<file path="src/rtl/spi_init_sequencer.sv">
// RF chip power-up sequencer: holds the chip in reset, waits for it to settle,
// then walks the register table one SPI frame at a time with a handshake timeout.
module spi_init_sequencer #(
    parameter int RST_LOW_CYCLES  = 2000,
    parameter int RST_WAIT_CYCLES = 200,
    parameter int NUM_WRITES      = 16,
    parameter int IDX_W           = 4,
    parameter int WORD_W          = 40,
    parameter int TIMEOUT_CYCLES  = 1024
) (
    input  logic              clk,
    input  logic              reset_n,
    input  logic              restart,
    output logic [IDX_W-1:0]  tbl_addr,
    input  logic [WORD_W-1:0] tbl_data,
    output logic              cmd_valid,
    input  logic              cmd_ready,
    output logic [WORD_W-1:0] cmd_data,
    input  logic              cmd_done,
    output logic              xreset_n,
    output logic              xready,
    output logic              busy,
    output logic              init_done,
    output logic              init_error,
    output logic [IDX_W-1:0]  cur_index
);

    localparam int CNT_MAX = (RST_LOW_CYCLES > RST_WAIT_CYCLES) ?
                             RST_LOW_CYCLES : RST_WAIT_CYCLES;
    localparam int CNT_W = $clog2(CNT_MAX + 1);
    localparam int TO_W  = $clog2(TIMEOUT_CYCLES + 1);

    localparam logic [CNT_W-1:0] LOW_LAST  = CNT_W'(RST_LOW_CYCLES - 1);
    localparam logic [CNT_W-1:0] WAIT_LAST = CNT_W'(RST_WAIT_CYCLES - 1);
    localparam logic [TO_W-1:0]  TO_LAST   = TO_W'(TIMEOUT_CYCLES - 1);
    localparam logic [IDX_W-1:0] LAST_IDX  = IDX_W'(NUM_WRITES - 1);

    typedef enum logic [2:0] {
        S_RST_LOW,
        S_RST_WAIT,
        S_FETCH,
        S_ISSUE,
        S_WAIT_DONE,
        S_DONE,
        S_ERROR
    } state_t;

    state_t            state;
    state_t            state_nx;
    logic [CNT_W-1:0]  cnt;
    logic [CNT_W-1:0]  cnt_nx;
    logic [TO_W-1:0]   tcnt;
    logic [TO_W-1:0]   tcnt_nx;
    logic [IDX_W-1:0]  addr_nx;
    logic [WORD_W-1:0] data_nx;
    logic              valid_nx;
    logic              xrst_nx;
    logic              xrdy_nx;
    logic              busy_nx;
    logic              done_nx;
    logic              err_nx;
    logic              to_hit;

    // The limit clock is the TIMEOUT_CYCLES-th clock after cmd_valid rose
    assign to_hit    = (tcnt == TO_LAST);
    assign cur_index = tbl_addr;

    always_comb begin
        state_nx = state;
        cnt_nx   = cnt;
        tcnt_nx  = tcnt;
        addr_nx  = tbl_addr;
        data_nx  = cmd_data;
        valid_nx = cmd_valid;
        xrst_nx  = xreset_n;
        xrdy_nx  = xready;
        busy_nx  = busy;
        done_nx  = init_done;
        err_nx   = init_error;
        unique case (state)
            S_RST_LOW: begin
                if (cnt == LOW_LAST) begin
                    state_nx = S_RST_WAIT;
                    cnt_nx   = '0;
                    xrst_nx  = 1'b1;
                end else begin
                    cnt_nx = cnt + 1'b1;
                end
            end
            S_RST_WAIT: begin
                if (cnt == WAIT_LAST) begin
                    state_nx = S_FETCH;
                    cnt_nx   = '0;
                    xrdy_nx  = 1'b1;
                    addr_nx  = '0;
                end else begin
                    cnt_nx = cnt + 1'b1;
                end
            end
            S_FETCH: begin
                state_nx = S_ISSUE;
                data_nx  = tbl_data;
                valid_nx = 1'b1;
                tcnt_nx  = '0;
            end
            S_ISSUE: begin
                if (to_hit) begin
                    state_nx = S_ERROR;
                    valid_nx = 1'b0;
                    busy_nx  = 1'b0;
                    err_nx   = 1'b1;
                end else begin
                    tcnt_nx = tcnt + 1'b1;
                    if (cmd_ready) begin
                        state_nx = S_WAIT_DONE;
                        valid_nx = 1'b0;
                    end
                end
            end
            S_WAIT_DONE: begin
                // A done on the limit clock still counts as success
                if (cmd_done) begin
                    if (tbl_addr == LAST_IDX) begin
                        state_nx = S_DONE;
                        busy_nx  = 1'b0;
                        done_nx  = 1'b1;
                    end else begin
                        state_nx = S_FETCH;
                        addr_nx  = tbl_addr + 1'b1;
                    end
                end else if (to_hit) begin
                    state_nx = S_ERROR;
                    busy_nx  = 1'b0;
                    err_nx   = 1'b1;
                end else begin
                    tcnt_nx = tcnt + 1'b1;
                end
            end
            S_DONE, S_ERROR: begin
                if (restart) begin
                    state_nx = S_RST_LOW;
                    cnt_nx   = '0;
                    addr_nx  = '0;
                    xrst_nx  = 1'b0;
                    xrdy_nx  = 1'b0;
                    busy_nx  = 1'b1;
                    done_nx  = 1'b0;
                    err_nx   = 1'b0;
                end
            end
            default: begin
                state_nx = S_RST_LOW;
            end
        endcase
    end

    always_ff @(posedge clk or negedge reset_n) begin
        if (!reset_n) begin
            state      <= S_RST_LOW;
            cnt        <= '0;
            tcnt       <= '0;
            tbl_addr   <= '0;
            cmd_data   <= '0;
            cmd_valid  <= 1'b0;
            xreset_n   <= 1'b0;
            xready     <= 1'b0;
            busy       <= 1'b1;
            init_done  <= 1'b0;
            init_error <= 1'b0;
        end else begin
            state      <= state_nx;
            cnt        <= cnt_nx;
            tcnt       <= tcnt_nx;
            tbl_addr   <= addr_nx;
            cmd_data   <= data_nx;
            cmd_valid  <= valid_nx;
            xreset_n   <= xrst_nx;
            xready     <= xrdy_nx;
            busy       <= busy_nx;
            init_done  <= done_nx;
            init_error <= err_nx;
        end
    end

endmodule
</file>
<file path="config.mk">
export PLATFORM = sky130hd
export DESIGN_NAME = spi_init_sequencer
export DESIGN_NICKNAME = d
export VERILOG_FILES = /design/src/rtl/spi_init_sequencer.sv
export SDC_FILE = /design/constraint.sdc
export NUM_CORES = 1
export LEC_CHECK = 0
export CELL_PAD_IN_SITES_DETAIL_PLACEMENT = 1
export CELL_PAD_IN_SITES_GLOBAL_PLACEMENT = 1
export CORE_UTILIZATION = 52
export DETAILED_ROUTE_END_ITERATION = 8
export DONT_BUFFER_PORTS = 1
export PLACE_DENSITY = 0.9
export SLEW_MARGIN = 20
export SYNTH_ARGS = -nofsm -noshare
export SYNTH_HDL_FRONTEND = slang
export SYNTH_SLANG_ARGS = --single-unit
</file>
<file path="constraint.sdc">
create_clock -name clk -period 5.5 [get_ports clk]
set_clock_uncertainty 0.1 [all_clocks]
set_input_delay 0.55 -clock clk [delete_from_list [all_inputs] [get_ports clk]]
set_output_delay 0.55 -clock clk [all_outputs]
set_load 0.03 [all_outputs]
</file>
==> results.toml, run 1 <==
[logic_synthesis]
synth_top_family_by_area = "simple AND/OR/NAND/NOR gates"
synth_fa_ha_area_share_pct = 1.075
synth-edff-count = 0
synth_fp_nets = 355
synth_compound_area_share_pct = 9.925
syn_inst = 307
syn-cell-area_mm2 = 0.003492
muxShareOfSynthArea_pct = 13.79
synth-seq-area-share_pct = 53.78
synth_warnings = 0
yosys_most_used_dff = "dfrtp_1"
ys_seq_elements = 75
synth_area_per_cell_um2 = 11.37
ys_types = 51
synthArstFlopShare_pct = 100.0
synthXorXnorAreaFrac_pct = 2.508
yosys.area_share.simple_pct = 15.80

[route]
drc_errors = 6
drtAntennaViolNets = 0
num_vias = 2403
firstDrtPassIters = 6
wirelength_um = 7636
drt_iter0_drc = 120
via_per_inst = 6.225
wire_per_inst_um = 19.78

[grt]
grt_usage_pct = 23.46
grt-ovfl-total = 0
grt_pass1_wl_um = 12850
grt_max_degree = 76
first_global_vias = 2544
antenna_found_initial = 0

[die]
rows = 29
initial_core_util_pct = 54.37
die_x_um = 83.95
ios = 99
die_h_um = 83.95
design.die.area_mm2 = 0.007048
core_mm2 = 0.006422

[sta]
hold_viol_final = 0
hold-worst-slack_ns = 0.1853
worst-slew-pin-transition_ns = 0.8593
fmax_ghz = 0.3748
maxSlewHeadroom_pct = 42.18
period_share_pct = 48.51
setup_viol_count_final = 0
grt_setup_unrepaired = "false"
fin_crit_ns = 2.668
setup_tns_ns = 0
slew_viol_final = 0

[critical_path]
crit_chain = "nor3b_2, buf_4, nor4_1, nor2_1, a32o_1"
cp.required_ns = 5.64
worst-path-buf-inv = 1
crit_cells = 5
slowest_stage = "nor4_1"
slowest_delay_ns = 0.82
cp.arrival_ns = 2.80
crit_type = "flip-flop to flip-flop"
setup.worst_path.start_class = "flip-flop"
cp_top_family = "simple AND/OR/NAND/NOR gates"
worst-path-max-fanout = 49
crit_path_end_kind = "flip-flop"
rr_worst_depth = 5

[clock_tree]
clock_latency_ns = 0.34
cts.clk_slew.worst_paths_ns = 0.08
cts_tree = "yes"
cts_buffers = 9
clockBufferDepth = 2
post-cts-setup-buffer-count = 0
cts_sinks = 75
root_buffer = "clkbuf_8"
htree_num_levels = 3

[place]
placed_area_mm2 = 0.003507
dp_hpwl_um = 5426
port_buffers = 0
place_congestion = 0.7589

[cells_and_area]
flow.area_growth_from_synthesis_pct = 5.984
antenna_cells = 0
nFillCells = 668
design_area_mm2 = 0.003701
drive_above_1_share_pct = 20.71
register_area_mm2 = 0.001878
nNetsFinal = 354
multi_input_area_mm2 = 0.001510

[worst_hold_path]
worstHoldPathCells = 1
hold_path.class = "input pin to flip-flop"

[power]
vdd.ir_drop.worst_uv = 363.5
p_total_mw = 2.336
powerDensity_mw_per_mm2 = 631.1
leakagePower_nw = 1.578

[flow_run]
drv_cap = 0

[status]
violations = "DRC"
status = "finished, violations left"
power breakdown:
group          internal, mW  switching [mW]  total (mW)
clock network         0.158           0.200       0.357
registers             0.764           0.550        1.31
logic                 0.338           0.327       0.665
total                  1.26            1.08        2.34
cells in the mapped netlist, drive strengths merged (4+ instances only):
master  number  area (um2)
buf         12       82.58
xnor2        9       78.83
o21ai       18       90.09
nand3       11       55.05
nor4         6       37.54
inv          4       15.01
nor2        25       98.84
nand2       24       90.09
mux2        41       461.7
and3         7       43.79
nor2b        4       25.02
o31ai        4       30.03
dfrtp       74        1852
nand4        5       31.28
nor3         7       35.03
a22o         5       43.79
sequential cells by signal, indices dropped and copies added (netlist names):
| signal | cells |
|---|---|
| cmd_data | 40 |
| cnt | 11 |
| tcnt | 11 |
| cur_index | 4 |
| state | 3 |
| busy | 1 |
| cmd_valid | 1 |
| init_done | 1 |
| init_error | 1 |
| xready | 1 |
| xreset_n | 1 |
stage by stage:
stage / std cells / setup WS, ns / utilization, %
finish: 386 / 2.832 / 57.63
global route: 386 / 2.633 / 57.63
CTS: 386 / 2.837 / 57.63
detailed placement: 370 / 2.859 / 54.61
global placement: 370 / 2.967 / 54.61
floorplan: 307 / 3.472 / -
layer usage:
layer | global-route usage, % | wire length (um)
met5 | 0 | 0
met4 | 10.50 | 114
met3 | 8.309 | 621
met2 | 35.84 | 3644
met1 | 30.10 | 3255
layout make-up:
| type | instances | share of cell area [%] |
|---|---|---|
| Clock buffer | 9 | 3.347 |
| Clock inverter | 5 | 0.8790 |
| Inverter | 4 | 0.4057 |
| Multi-Input combinational cell | 213 | 40.80 |
| Sequential cell | 75 | 50.74 |
| Tap cell | 77 | 2.603 |
| Timing Repair Buffer | 3 | 1.217 |
path summary, 6_finish.rpt:
check | startpoint | to | slack [ns]
setup / recovery | state[1] | tcnt[3] | 2.83
hold / removal | restart | init_done | 0.19
setup reg to reg | state[1] | tcnt[3] | 2.83
hold reg to reg | tcnt[1] | tcnt[1] | 0.41
max in group asynchronous | reset_n | state[0] | 4.32
min in group asynchronous | reset_n | cur_index[0] | 0.65
kinds of logic (layout without fill, tap and decap cells):
| logic type | Yosys count | after routing |
|---|---|---|
| AO/OA/AOI/OAI | 50 | 50 |
| XOR/XNOR | 10 | 10 |
| adder cells (fa/ha/maj) | 3 | 3 |
| buffers and inverters | 19 | 21 |
| flip-flops | 75 | 75 |
| multiplexers | 43 | 43 |
| AND/OR/NAND/NOR | 107 | 107 |
timing repair:
item / CTS / global route
hold buffers: 2 / 0
gates resized for setup: 0 / 0
endpoints found under the hold margin: 75 / 0
cell usage in the layout, fill, tap and decap left out, types with 2 or more instances in the layout:
cell,count
and2_1,3
o21ai_0,18
nand2_1,24
xnor2_1,9
mux2i_1,2
ha_1,3
o31ai_1,4
mux2_2,41
o21a_1,2
nand2b_1,3
nor2b_1,4
nor3_1,7
clkinv_2,3
and3_1,7
a22o_1,5
nand4_1,5
a21oi_1,2
clkbuf_8,9
inv_1,4
dfrtp_1,74
clkinv_4,2
nand3_1,11
a21boi_0,2
a31oi_1,3
nand3b_1,2
nor3b_1,2
o311ai_0,2
nor2_2,2
nor4_1,6
o22ai_1,2
nor2_1,23
No activity file was read; power rests on OpenSTA's default activity.
==> inputs of run 2 (changes only) <==
Settings changed: CORE_UTILIZATION 52 to 44, PLACE_DENSITY 0.9 to 0.82.
Clock period 5.5 ns to 2.39 ns, I/O delays scaled along.
==> run 2 against run 1 <==
Net effect: the run now ends clean; count of clock-buffer cells in the layout is 1 higher; critical path depth rose by 1; global-route usage is 0.28 points lower; final cell count is 21% higher; die area is 18% higher; total power is 140% higher; clock power up 150%; worst setup slack got worse by 2.6 ns; largest cell class unchanged; largest power group unchanged; highest routed layer unchanged.
==> results.toml, run 2 (same netlist as run 1, synthesis figures left out) <==
[clock_tree]
cts_buffers = 9
cts_tree = "yes"
cts_sinks = 75
htree_num_levels = 3
clockBufferDepth = 2
root_buffer = "clkbuf_8"
clock_latency_ns = 0.34
cts.clk_slew.worst_paths_ns = 0.08

[route]
drtAntennaViolNets = 0
wirelength_um = 9033
num_vias = 2646
drt_iter0_drc = 70
via_per_inst = 5.654
firstDrtPassIters = 4
wire_per_inst_um = 19.30
drc_errors = 0

[sta]
fin_crit_ns = 2.194
worst-slew-pin-transition_ns = 0.7367
grt_setup_unrepaired = "false"
maxSlewHeadroom_pct = 50.43
period_share_pct = 91.81
fmax_ghz = 0.4558
hold_viol_final = 0
setup_viol_count_final = 0
setup_tns_ns = 0
slew_viol_final = 0

[cells_and_area]
drive_above_1_share_pct = 21.58
antenna_cells = 0
mostFrequentLayoutCell = "dfrtp_1"
flow.area_growth_from_synthesis_pct = 23.00
final_util_pct = 55.88
design_area_mm2 = 0.004295
layout_common_cells = "dfrtp_1, dlygate4sd3_1, mux2_2, nand2_1, nor2_1"
largest_register = "cmd_data"
nNetsFinal = 409
largest_register_ffs = 40
largest_registers = "cmd_data: 40 flops, cnt: 11 flops, tcnt: 11 flops"

[critical_path]
reg2reg_from = "cnt[0]"
slowest_delay_ns = 0.39
cp.arrival_ns = 2.32
crit_path_end_kind = "flip-flop"
slowest_stage = "dfrtp_1"
r2r_end = "state[1]"
crit_type = "flip-flop to flip-flop"
setup.worst_path.start_class = "flip-flop"
crit_chain = "ha_1, nand4bb_1, nor2_1, a21boi_0, nor2_1, mux2_2"
rr_worst_depth = 6
cpMostUsedCell = "nor2_1"
worst-path-max-fanout = 5
r2r_slack_ns = 0.20
cp.required_ns = 2.51

[place]
placed_area_mm2 = 0.003649
dp_hpwl_um = 5479
port_buffers = 0
place_congestion = 0.8524

[worst_hold_path]
hold_path.class = "input pin to flip-flop"
min_to = "state[2]"
min_from = "cmd_done"
worstHoldPathCells = 3

[grt]
grt_max_degree = 76
grt_pass1_wl_um = 15020
grt_usage_pct = 23.17
grt-ovfl-total = 0
antenna_found_initial = 0
first_global_vias = 2936

[power]
powerDensity_mw_per_mm2 = 1331
vdd.ir_drop.worst_uv = 650.3
leakagePower_nw = 1.821
p_total_mw = 5.717

[die]
die_h_um = 91.09
ios = 99
design.die.area_mm2 = 0.008296
initial_core_util_pct = 45.43
die_x_um = 91.09
core_mm2 = 0.007687
rows = 32

[flow_run]
drv_cap = 0

[status]
status = "finished, final reports clean"
run 2: changes by cell type in the layout (fill, tap and decap cells not counted), sizes merged:
cell         change
inv              +2
clkinvlp         +3
clkbuf           +1
buf             +13
clkinv           -4
dlygate4sd3     +42
run 2: per-stage QoR:
step	instances	worst slack (ns)	hold WS, ns
global placement	408	0.3149	-0.1538
detailed placement	408	0.1636	-0.1538
floorplan	307	0.3624	-0.1566
global route	468	0.08374	0.02339
finish	468	0.1958	0.01626
CTS	468	0.1758	0.0007332
run 2: worst max-delay path, delay by kind of cell (launching register included):
kind	cells	cell delay, ns
mux	1	0.35
flops	1	0.39
simple gates	3	0.79
fa+ha+maj	1	0.21
compound gates	1	0.23
run 2: power by group:
part | leakage, nW | switching (mW) | internal, mW
Sequential | 0.928 | 1.24 | 1.76
Combinational | 0.814 | 0.907 | 0.923
Clock | 0.0795 | 0.506 | 0.386
Total | 1.82 | 2.65 | 3.07
run 2: timing repair:
action,in CTS,in global routing
endpoints found under the setup margin,0,1
hold buffers,44,0
endpoints found under the hold margin,117,0
gates resized for setup,0,2
setup buffers,0,0
run 2: worst max-delay path by stage:
stage             start        to  cells past startpoint
4_1_cts        state[1]    cnt[9]                      5
5_1_grt          cnt[1]    cnt[4]                      7
2_1_floorplan    cnt[3]  state[1]                      5
3_5_place_dp     cnt[0]    cnt[9]                      7
6_report         cnt[0]  state[1]                      6
3_3_place_gp     cnt[0]    cnt[7]                      7
run 2: area by class of cell:
cell class / count / area, um2
flip-flops and latches: 75 / 1879
inverters: 4 / 15.01
multi-input cells: 213 / 1521
fillers: 803 / 3392
clock inverters: 6 / 48.80
clock buffers: 10 / 127.6
repair buffers: 58 / 575.6
well taps: 102 / 127.6
run 2: layer usage:
layer	GRT usage [%]	share of wire, %	routed length (um)
met5	0	0	0
met1	29.58	43	3893
met2	37.44	47	4273
met4	5.820	1.0	91
met3	8.459	8.6	775
